$ cat src/rtl/rs232_pkg.sv
// rs232_pkg: shared state codes and bit-timing helpers
// for the rs232 serializer/deserializer pair.
package rs232_pkg;

  localparam logic [2:0] S_IDLE  = 3'd0;
  localparam logic [2:0] S_FETCH = 3'd1;
  localparam logic [2:0] S_LOAD  = 3'd2;
  localparam logic [2:0] S_START = 3'd3;
  localparam logic [2:0] S_DATA  = 3'd4;
  localparam logic [2:0] S_STOP  = 3'd5;

  // clocks per bit, truncated
  function automatic int rs232_div(
    input int clk_hz,
    input int baud
  );
    return clk_hz / baud;
  endfunction

  // baud counter width, never below one bit
  function automatic int rs232_cnt_w(input int div);
    return (div > 1) ? $clog2(div) : 1;
  endfunction

endpackage

$ cat src/rtl/rs232_baud_gen.sv
// rs232_baud_gen: bit-period counter; tick on the last
// cycle of each period, clear restarts from zero.
module rs232_baud_gen
  import rs232_pkg::*;
#(
  parameter int P_DIV = 434
) (
  input  logic clk,
  input  logic rst_n,
  input  logic clear,
  output logic tick
);

  localparam int W = rs232_cnt_w(P_DIV);
  localparam logic [W-1:0] LAST = W'(P_DIV - 1);

  logic [W-1:0] cnt_q, cnt_d;

  // count up, wrap at the period boundary
  always_comb begin
    tick  = 1'b0;
    cnt_d = cnt_q + W'(1);
    if (clear) begin
      cnt_d = '0;
    end else if (cnt_q == LAST) begin
      tick  = 1'b1;
      cnt_d = '0;
    end
  end

  // counter register
  always_ff @(posedge clk or negedge rst_n) begin
    if (!rst_n) cnt_q <= '0;
    else        cnt_q <= cnt_d;
  end

endmodule

$ cat src/rtl/rs232_ser.sv
// rs232_ser: 8N1 UART transmitter fed from an external FIFO.
// Define RS232_SER_CTS_EN to gate sends on synchronized cts_n.
module rs232_ser
  import rs232_pkg::*;
#(
  parameter int P_CLK_FREQ_HZ = 50000000,
  parameter int P_BAUD_RATE   = 115200
) (
  input  logic       clk,
  input  logic       rst_n,
  input  logic [7:0] tx_fifo_data,
  input  logic       tx_fifo_empty,
  output logic       tx_fifo_rd_en,
  input  logic       cts_n,
  output logic       tx,
  output logic       busy
);

  localparam int DIV =
    rs232_div(P_CLK_FREQ_HZ, P_BAUD_RATE);

  logic [2:0] state_q, state_d;
  logic [7:0] shift_q, shift_d;
  logic [2:0] bit_q, bit_d;
  logic       tx_q, tx_d;
  logic       rd_en;
  logic       clear;
  logic       tick;
  logic       send_ok;

`ifdef RS232_SER_CTS_EN
  logic cts_meta_q, cts_meta_d;
  logic cts_sync_q, cts_sync_d;

  // two-stage synchronizer feed
  always_comb begin
    cts_meta_d = cts_n;
    cts_sync_d = cts_meta_q;
  end

  // synchronizer flops, reset to not-clear
  always_ff @(posedge clk or negedge rst_n) begin
    if (!rst_n) begin
      cts_meta_q <= 1'b1;
      cts_sync_q <= 1'b1;
    end else begin
      cts_meta_q <= cts_meta_d;
      cts_sync_q <= cts_sync_d;
    end
  end

  assign send_ok = !tx_fifo_empty && !cts_sync_q;
`else
  logic unused_cts;
  assign unused_cts = cts_n;
  assign send_ok    = !tx_fifo_empty;
`endif

  rs232_baud_gen #(
    .P_DIV (DIV)
  ) u_baud (
    .clk   (clk),
    .rst_n (rst_n),
    .clear (clear),
    .tick  (tick)
  );

  // next state, shift/bit index and next tx level
  always_comb begin
    state_d = state_q;
    shift_d = shift_q;
    bit_d   = bit_q;
    tx_d    = tx_q;
    rd_en   = 1'b0;
    clear   = 1'b1;
    unique case (state_q)
      S_IDLE: begin
        tx_d = 1'b1;
        if (send_ok) state_d = S_FETCH;
      end
      S_FETCH: begin
        tx_d = 1'b1;
        if (!tx_fifo_empty) begin
          rd_en   = 1'b1;
          state_d = S_LOAD;
        end else begin
          state_d = S_IDLE;
        end
      end
      S_LOAD: begin
        shift_d = tx_fifo_data;
        tx_d    = 1'b0;
        state_d = S_START;
      end
      S_START: begin
        clear = 1'b0;
        if (tick) begin
          bit_d   = 3'd0;
          tx_d    = shift_q[0];
          state_d = S_DATA;
        end
      end
      S_DATA: begin
        clear = 1'b0;
        if (tick) begin
          bit_d = bit_q + 3'd1;
          if (bit_q == 3'd7) begin
            tx_d    = 1'b1;
            state_d = S_STOP;
          end else begin
            tx_d = shift_q[bit_d];
          end
        end
      end
      S_STOP: begin
        clear = 1'b0;
        tx_d  = 1'b1;
        if (tick) begin
          state_d = send_ok ? S_FETCH : S_IDLE;
        end
      end
      default: begin
        tx_d    = 1'b1;
        state_d = S_IDLE;
      end
    endcase
  end

  // frame state registers; tx comes straight off tx_q
  always_ff @(posedge clk or negedge rst_n) begin
    if (!rst_n) begin
      state_q <= S_IDLE;
      shift_q <= '0;
      bit_q   <= '0;
      tx_q    <= 1'b1;
    end else begin
      state_q <= state_d;
      shift_q <= shift_d;
      bit_q   <= bit_d;
      tx_q    <= tx_d;
    end
  end

  assign tx            = tx_q;
  assign tx_fifo_rd_en = rd_en;
  assign busy          = (state_q != S_IDLE);

endmodule

$ cat config.mk
export PLATFORM = sky130hd
export DESIGN_NAME = rs232_ser
export DESIGN_NICKNAME = d
export VERILOG_FILES = /design/src/rtl/rs232_pkg.sv /design/src/rtl/rs232_baud_gen.sv /design/src/rtl/rs232_ser.sv
export SDC_FILE = /design/constraint.sdc
export NUM_CORES = 1
export LEC_CHECK = 0
export CAP_MARGIN = 40
export CORE_UTILIZATION = 42
export CTS_BUF_LIST = sky130_fd_sc_hd__clkbuf_4 sky130_fd_sc_hd__clkbuf_8
export DETAILED_ROUTE_END_ITERATION = 16
export GPL_TIMING_DRIVEN = 1
export PLACE_DENSITY = 0.61
export SLEW_MARGIN = 5
export SYNTH_ARGS = -nofsm -noshare
export SYNTH_HDL_FRONTEND = slang
export SYNTH_SLANG_ARGS = --single-unit
$ cat constraint.sdc
create_clock -name clk -period 3.15 [get_ports clk]
set_input_delay 0.63 -clock clk [delete_from_list [all_inputs] [get_ports clk]]
set_output_delay 0.63 -clock clk [all_outputs]
set_load 0.03 [all_outputs]
* Word level (Yosys, flattened, before mapping)
Cells that the tools add are included.
** Word-level totals
- Flip-flop bits (word level) :: 24
- Input bits :: 12
- Output and inout bits :: 3
** Operators by class
- Add/sub/neg operators :: 2
- Magnitude comparators :: 1
- Equality and inequality tests :: 12
- Mux-type cells :: 23
- Reductions and logical operators :: 7
** Operators by type and width (number)
- $mux W3 :: 7
- $mux W9 :: 2
- $pmux W3 S6 :: 1
- $ne A2 B2 Y1 const B :: 5
- $add A9 B1 Y9 const B :: 1
- $eq A3 B3 Y1 const B :: 3
- $eq A9 B9 Y1 const B :: 1
- $mux W1 :: 9
- $eq A3 B2 Y1 const B :: 2
- $pmux W3 S2 :: 1
- $reduce_and A5 Y1 :: 1
- $lt A3 B4 Y1 const B :: 1
- $add A3 B1 Y3 const B :: 1
- $bmux W1 S3 :: 1
- $eq A3 B1 Y1 const B :: 1
- $logic_not A3 Y1 :: 1
- $pmux W1 S3 :: 1
- $reduce_and A3 Y1 :: 1
- $reduce_bool A3 Y1 :: 1
- $reduce_or A3 Y1 :: 1
- $mux W2 :: 1
- $reduce_and A2 Y1 :: 1
- $reduce_bool A2 Y1 :: 1

* Logic depth before layout (Yosys ltp)
Gate-level depths: netlist of run 1.
- Word-level depth :: 6
- Depth in mapped cells :: 6

* Modules after synthesis
Synthesis of run 1 repeated with hierarchy kept, for this count alone.
** Unflattened totals
- Cells, all modules :: 123
- Area total of the unflattened synthesis :: 1268.7 sq um
** Modules (own cells, without submodules)
- rs232_ser :: instances 1, cells an instance 76, area an instance 808.3 sq um, sequential area each 376.6 sq um
- rs232_baud_gen :: instances 1, cells an instance 47, area an instance 460.4 sq um, sequential area each 225.2 sq um

* Least setup slack after synthesis of run 1
Ideal clock, no wire load.
- Path kind :: input -> output
- Start :: input tx_fifo_empty
- End :: output tx_fifo_rd_en
- Data arrival time :: 1366 ps
- Data required time :: 2520 ps
- Path slack :: 1154 ps
- Cell stages on the path :: 2
- Buffers on the path :: 0
- Cell sequence :: or3_1 nor2_1
** Between the ends
- Cells in the longest elaborated chain, start to end :: 2
** Ends and longest elaborated chain
- start: declaration :: RTL line rs232_ser.sv:12 : input logic tx_fifo_empty,
- $mux W1 :: RTL line rs232_ser.sv:83 : if (!tx_fifo_empty) begin
- $mux W1 :: RTL line rs232_ser.sv:76 : unique case (state_q)
- end: declaration :: RTL line rs232_ser.sv:13 : output logic tx_fifo_rd_en,
No other way between the ends.

* Final worst setup path of run 1
Ends and elaborated chain as after synthesis.

==> impl_metrics.ini, run 1 <==
[run_status]
status = finished, final reports clean

[power]
power_density_mw_per_mm2 = 347.4
leakage_uw = 0.0006188
finalPower_uw = 494.2
peakVddDrop_mv = 0.1875

[synthesis]
synth_edf_count = 0
synth.area.top_cells = dfrtp_1, mux2_2, ha_1, nor2_1, mux2i_1
avgSynthCellArea_um2 = 11.33
synth.distinct_cells = 34
yosys_warnings = 0
ys_seq_elements = 24
yosysSeqAreaShare_pct = 49.64
async_flop_share_pct = 100.0
synth.most_common_cell = dfrtp_1
synthTopCellsByCount = dfrtp_1, nor2_1, mux2_2
syn_area_mm2 = 0.001212
synth-main-ff-cell = dfrtp_1
syn_inst = 107
syn_nets = 123
yosysTopAreaCell = dfrtp_1
yosysTopAreaCellShare_pct = 47.47

[setup_path]
critPathCapture = tx_fifo_rd_en
startpoint_type = input port
end_kind = output port
crit_buf_inv = 2
cpMostUsedCell = clkdlybuf4s50_1
critical_path.cell_chain = clkdlybuf4s50_1 -> or3_1 -> nor2_1 -> clkdlybuf4s50_1
worst_r2r_path_depth = 6
worst_r2r_endpoint = tx
rrSetupSlack_ns = 1.47
cp_max_fo = 3
worstPathArrival_ns = 2.17
path_delay_family = buffers and inverters
cp.required_ns = 2.52
startpoint = tx_fifo_empty
crit_slowest_cell = clkdlybuf4s50_1
r2r_start = bit_q[0]
cp_num_cells = 4
slowest_delay_ns = 0.67
path_class = in2out

[routing]
post_drt_via_cell_ratio = 5.271
finalWirelength_um = 2036
first_pass_iters = 3
drt_iter0_markers = 9
drc_errors = 0
avgRoutedWirePerCell_um = 13.14
via_count = 817
ant_nets = 0

[final_layout]
nets = 141
area_delta_synth_final_pct = 17.34
regArea_um2 = 601.8
diodes = 0
layout-drive-gt1-share_pct = 17.74
multiInputGateArea_um2 = 585.6
fillers = 244

[cts]
ctsResizeCount = 0
cts_sinks = 24
clk_latency_ns = 0.32
clockRootBuffer = clkbuf_4
clockBufferDepth = 2
path_clk_slew_ns = 0.13
tritoncts = done
cts_setup_buffers = 0
cts_hold_buf = 0
cts_buffers = 3
htree_levels = 1

[global_route]
track_usage_pct = 15.41
antenna_found_initial = 0
grt_pass1_vias = 872
grt_max_degree = 25
grt_pass1_wl_um = 3705
grt_overflow = 0

[floorplan]
coreArea_mm2 = 0.002734
start_util_pct = 44.35
die_w_um = 55.73
die_h_um = 55.73
io-pin-count = 15
die_area_mm2 = 0.003105
rows = 19

[min_path]
hp-class = reg2reg

[place]
dp_hpwl_um = 1474
io_buffers = 13
place_congestion = 0.7924

[timing]
final_hold_viol_count = 0
setup-violations-final = 0
slew_viol_final = 0
tightest_slew_ns = 0.4006
rsz0062_at_grt = false
fin_crit_sh_pct = 88.79
final.setup_skew_ns = 0.002102
fmax_mhz = 357.5
tns_ns = 0
layout_min_cycle_time_ns = 2.797
maxSlewHeadroom_pct = 73.29

[job]
drv_cap = 0
## worst reg2reg max path: stages (launching register included)
cell,delay [ns]
dfrtp_1,0.49
ha_1,0.24
ha_1,0.32
nand2b_1,0.09
o22ai_1,0.10
o41ai_2,0.28
mux2i_1,0.11
## sequential cells by signal, indices dropped and copies added (netlist names)
name and cells:
shift_q 8, bit_q 3, u_baud.cnt_q 9, tx 1
state_q 3
## kinds of logic (layout without fill, tap and decap cells)
kind of cell	after synthesis	after routing	share of synthesized area (%)
AOI/OAI and AO/OA	14	14	8.567
xor gates and xnor gates	6	6	4.335
adders and majority gates	4	4	4.128
buffers and inverters	6	23	2.064
DFF	24	24	49.64
muxes	13	13	12.69
and+or+nand+nor	40	40	18.58
## report_power, final
group / leakage (µW) / internal, µW / switching, µW
Combinational: 0.000291 / 11.7 / 7.64
Sequential: 0.000307 / 308 / 0
Clock: 0.0000210 / 70.7 / 96.1
Total: 0.000619 / 391 / 104
## placed cells by master (no fill, tap or decap), types with 2 or more instances in the layout
cell type	instances
nor2_1	10
and2_1	3
ha_1	4
o21ai_0	4
nor3_1	2
clkdlybuf4s50_1	13
buf_4	2
or3_1	3
nor2b_1	3
clkbuf_4	3
inv_1	4
a22o_1	3
dfrtp_1	23
nand3_1	3
xor2_1	3
xnor2_1	3
mux2_2	9
a21oi_1	2
mux2i_1	3
nand2_1	7
## worst min-delay path by stage
| stage | start | to | slack [ns] | depth (start not counted) |
|---|---|---|---|---|
| finish | tx | tx | 0.48 | 2 |
| global route | tx | tx | 0.52 | 2 |
| CTS | tx | tx | 0.48 | 2 |
| detailed placement | tx | tx | 0.46 | 2 |
| global placement | tx | tx | 0.46 | 2 |
| floorplan | rst_n | bit_q[0] | 0.33 | 0 |
## metal layers
metal,GRT usage [%],up-vias,wire (µm)
met4,7.500,0,36
met2,25.30,13,924
met1,19.79,388,1001
li1,-,412,-
met5,0,-,0
met3,2.558,4,74
## cell type report
cell class | instances | area share [%]
Sequential cell | 24 | 42.30
Multi-Input combinational cell | 77 | 41.16
Timing Repair Buffer | 15 | 10.20
Tap cell | 31 | 2.726
Clock buffer | 4 | 2.551
Inverter | 4 | 1.055
## per-stage QoR
step | setup WS (ns) | hold slack, ns | utilization (%) | cells | instance area, µm²
finish | 0.3532 | 0.4838 | 52.04 | 155 | 1423
global route | 0.2821 | 0.5200 | 52.04 | 155 | 1423
CTS | 0.3439 | 0.4828 | 52.04 | 155 | 1423
detailed placement | 0.3476 | 0.4630 | 50.71 | 151 | 1386
global placement | 0.3755 | 0.4640 | 50.71 | 151 | 1386
floorplan | 1.154 | 0.3344 | - | 107 | 1212
Note: power is estimated with default switching activity, not from simulation.
==> run 2: changes to the inputs <==
PLACE_DENSITY = 0.64   (was 0.61)
SLEW_MARGIN = not set   (was 5)
clock period = 2.55 ns   (was 3.15 ns; I/O delays follow)
==> run 2 against run 1 <==
Compared with the run above:
- core utilization decreased by 0.091 points
- sequential power rose by 24%
- non-clock buffer count stayed put
- routed wire length is 0.15% higher
- count of clock-buffer cells in the layout stayed put
- clock skew about the same
==> impl_metrics.ini, run 2 (synthesized netlist as in run 1, its figures left out) <==
[timing]
layout_min_cycle_time_ns = 2.271
tightest_slew_ns = 0.4055
final.setup_skew_ns = 0.002555
setup-violations-final = 0
slew_viol_final = 0
final_hold_viol_count = 0
rsz0062_at_grt = false
fmax_mhz = 440.2
fin_crit_sh_pct = 89.08
tns_ns = 0
holdWs_ns = 0.4726
maxSlewHeadroom_pct = 72.97

[cts]
tritoncts = done
htree_levels = 1
cts_buffers = 3
clockBufferDepth = 2
path_clk_slew_ns = 0.13
ctsResizeCount = 0
clockRootBuffer = clkbuf_4
cts_setup_buffers = 0
cts_sinks = 24
cts_hold_buf = 0
clk_latency_ns = 0.31

[final_layout]
area_delta_synth_final_pct = 17.13
layout_commonest_cell = dfrtp_1
largest_register = u_baud.cnt_q
final_cell_mix = dfrtp_1, clkdlybuf4s50_1, nor2_1
diodes = 0
largest_reg_flops = 9
nets = 141
layout-drive-gt1-share_pct = 18.55
multiInputGateArea_um2 = 585.6
fillers = 244
reg.largest.list = u_baud.cnt_q: 9 flops, shift_q: 8 flops
stdcell_area_mm2 = 0.001420
regArea_um2 = 601.8

[setup_path]
path_class = reg2out
slowest_delay_ns = 0.59
cp.required_ns = 2.04
end_kind = output port
crit_slowest_cell = clkdlybuf4s50_1
path_delay_family = buffers and inverters
critical_path.cell_chain = or3_1 -> clkdlybuf4s50_1
startpoint_type = flop
worstPathArrival_ns = 1.76
rrSetupSlack_ns = 0.86
cp_max_fo = 9
crit_buf_inv = 1

[routing]
post_drt_via_cell_ratio = 5.406
drt_iter0_markers = 17
drc_errors = 0
ant_nets = 0
via_count = 838
finalWirelength_um = 2039
first_pass_iters = 4
avgRoutedWirePerCell_um = 13.15

[place]
placed_area_mm2 = 0.001384
place_congestion = 0.7529
io_buffers = 13
dp_hpwl_um = 1534

[global_route]
antenna_found_initial = 0
track_usage_pct = 15.45
grt_pass1_vias = 902
grt_overflow = 0
grt_max_degree = 17
grt_pass1_wl_um = 3877

[job]
drv_cap = 0

[power]
leakage_uw = 0.0006209
peakVddDrop_mv = 0.3465
power_density_mw_per_mm2 = 424.0

[run_status]
status = finished, final reports clean

[floorplan]
start_util_pct = 44.35
die_w_um = 55.73
io-pin-count = 15
die_area_mm2 = 0.003105
coreArea_mm2 = 0.002734
rows = 19
die_h_um = 55.73

[min_path]
hp-class = in2async
run 2: changes by cell type in the layout (fill, tap and decap cells not counted):
cell	previous run	this run
buf_4	2	3
clkdlybuf4s50_1	13	12
run 2: layout make-up:
cell class	count	share of cell area [%]
Sequential cell	24	42.38
Multi-Input combinational cell	77	41.23
Timing Repair Buffer	15	10.04
Tap cell	31	2.731
Clock buffer	4	2.555
Inverter	4	1.057
run 2: metrics by stage:
stage	cells	setup WS, ns	util [%]	power (µW)
after global placement	151	0.5130	50.62	412.1
after detailed placement	151	0.4881	50.62	412.3
final	155	0.2785	51.95	602.1
after floorplan	107	0.7716	-	388.3
after global routing	155	0.1903	51.95	627.7
after CTS	155	0.2670	51.95	608.7
run 2: path summary, 6_finish.rpt:
kind / endpoint / start / depth (start not counted)
hold / removal: state_q[1] / rst_n / 1
max in group asynchronous: bit_q[0] / rst_n / 2
min in group clk: tx / tx / 2
setup / recovery: busy / state_q[2] / 2
setup reg to reg: tx / bit_q[0] / 6
hold reg to reg: tx / tx / 2
run 2: power by group:
group | switching [µW] | internal [µW]
Sequential | 0 | 381
Combinational | 9.32 | 14.4
Clock | 111 | 87.1
run 2: layer usage:
layer	routed length [µm]	global-route usage (%)
met5	0	0
met3	53	2.558
met1	1040	21.44
met2	927	24.61
met4	19	5.357
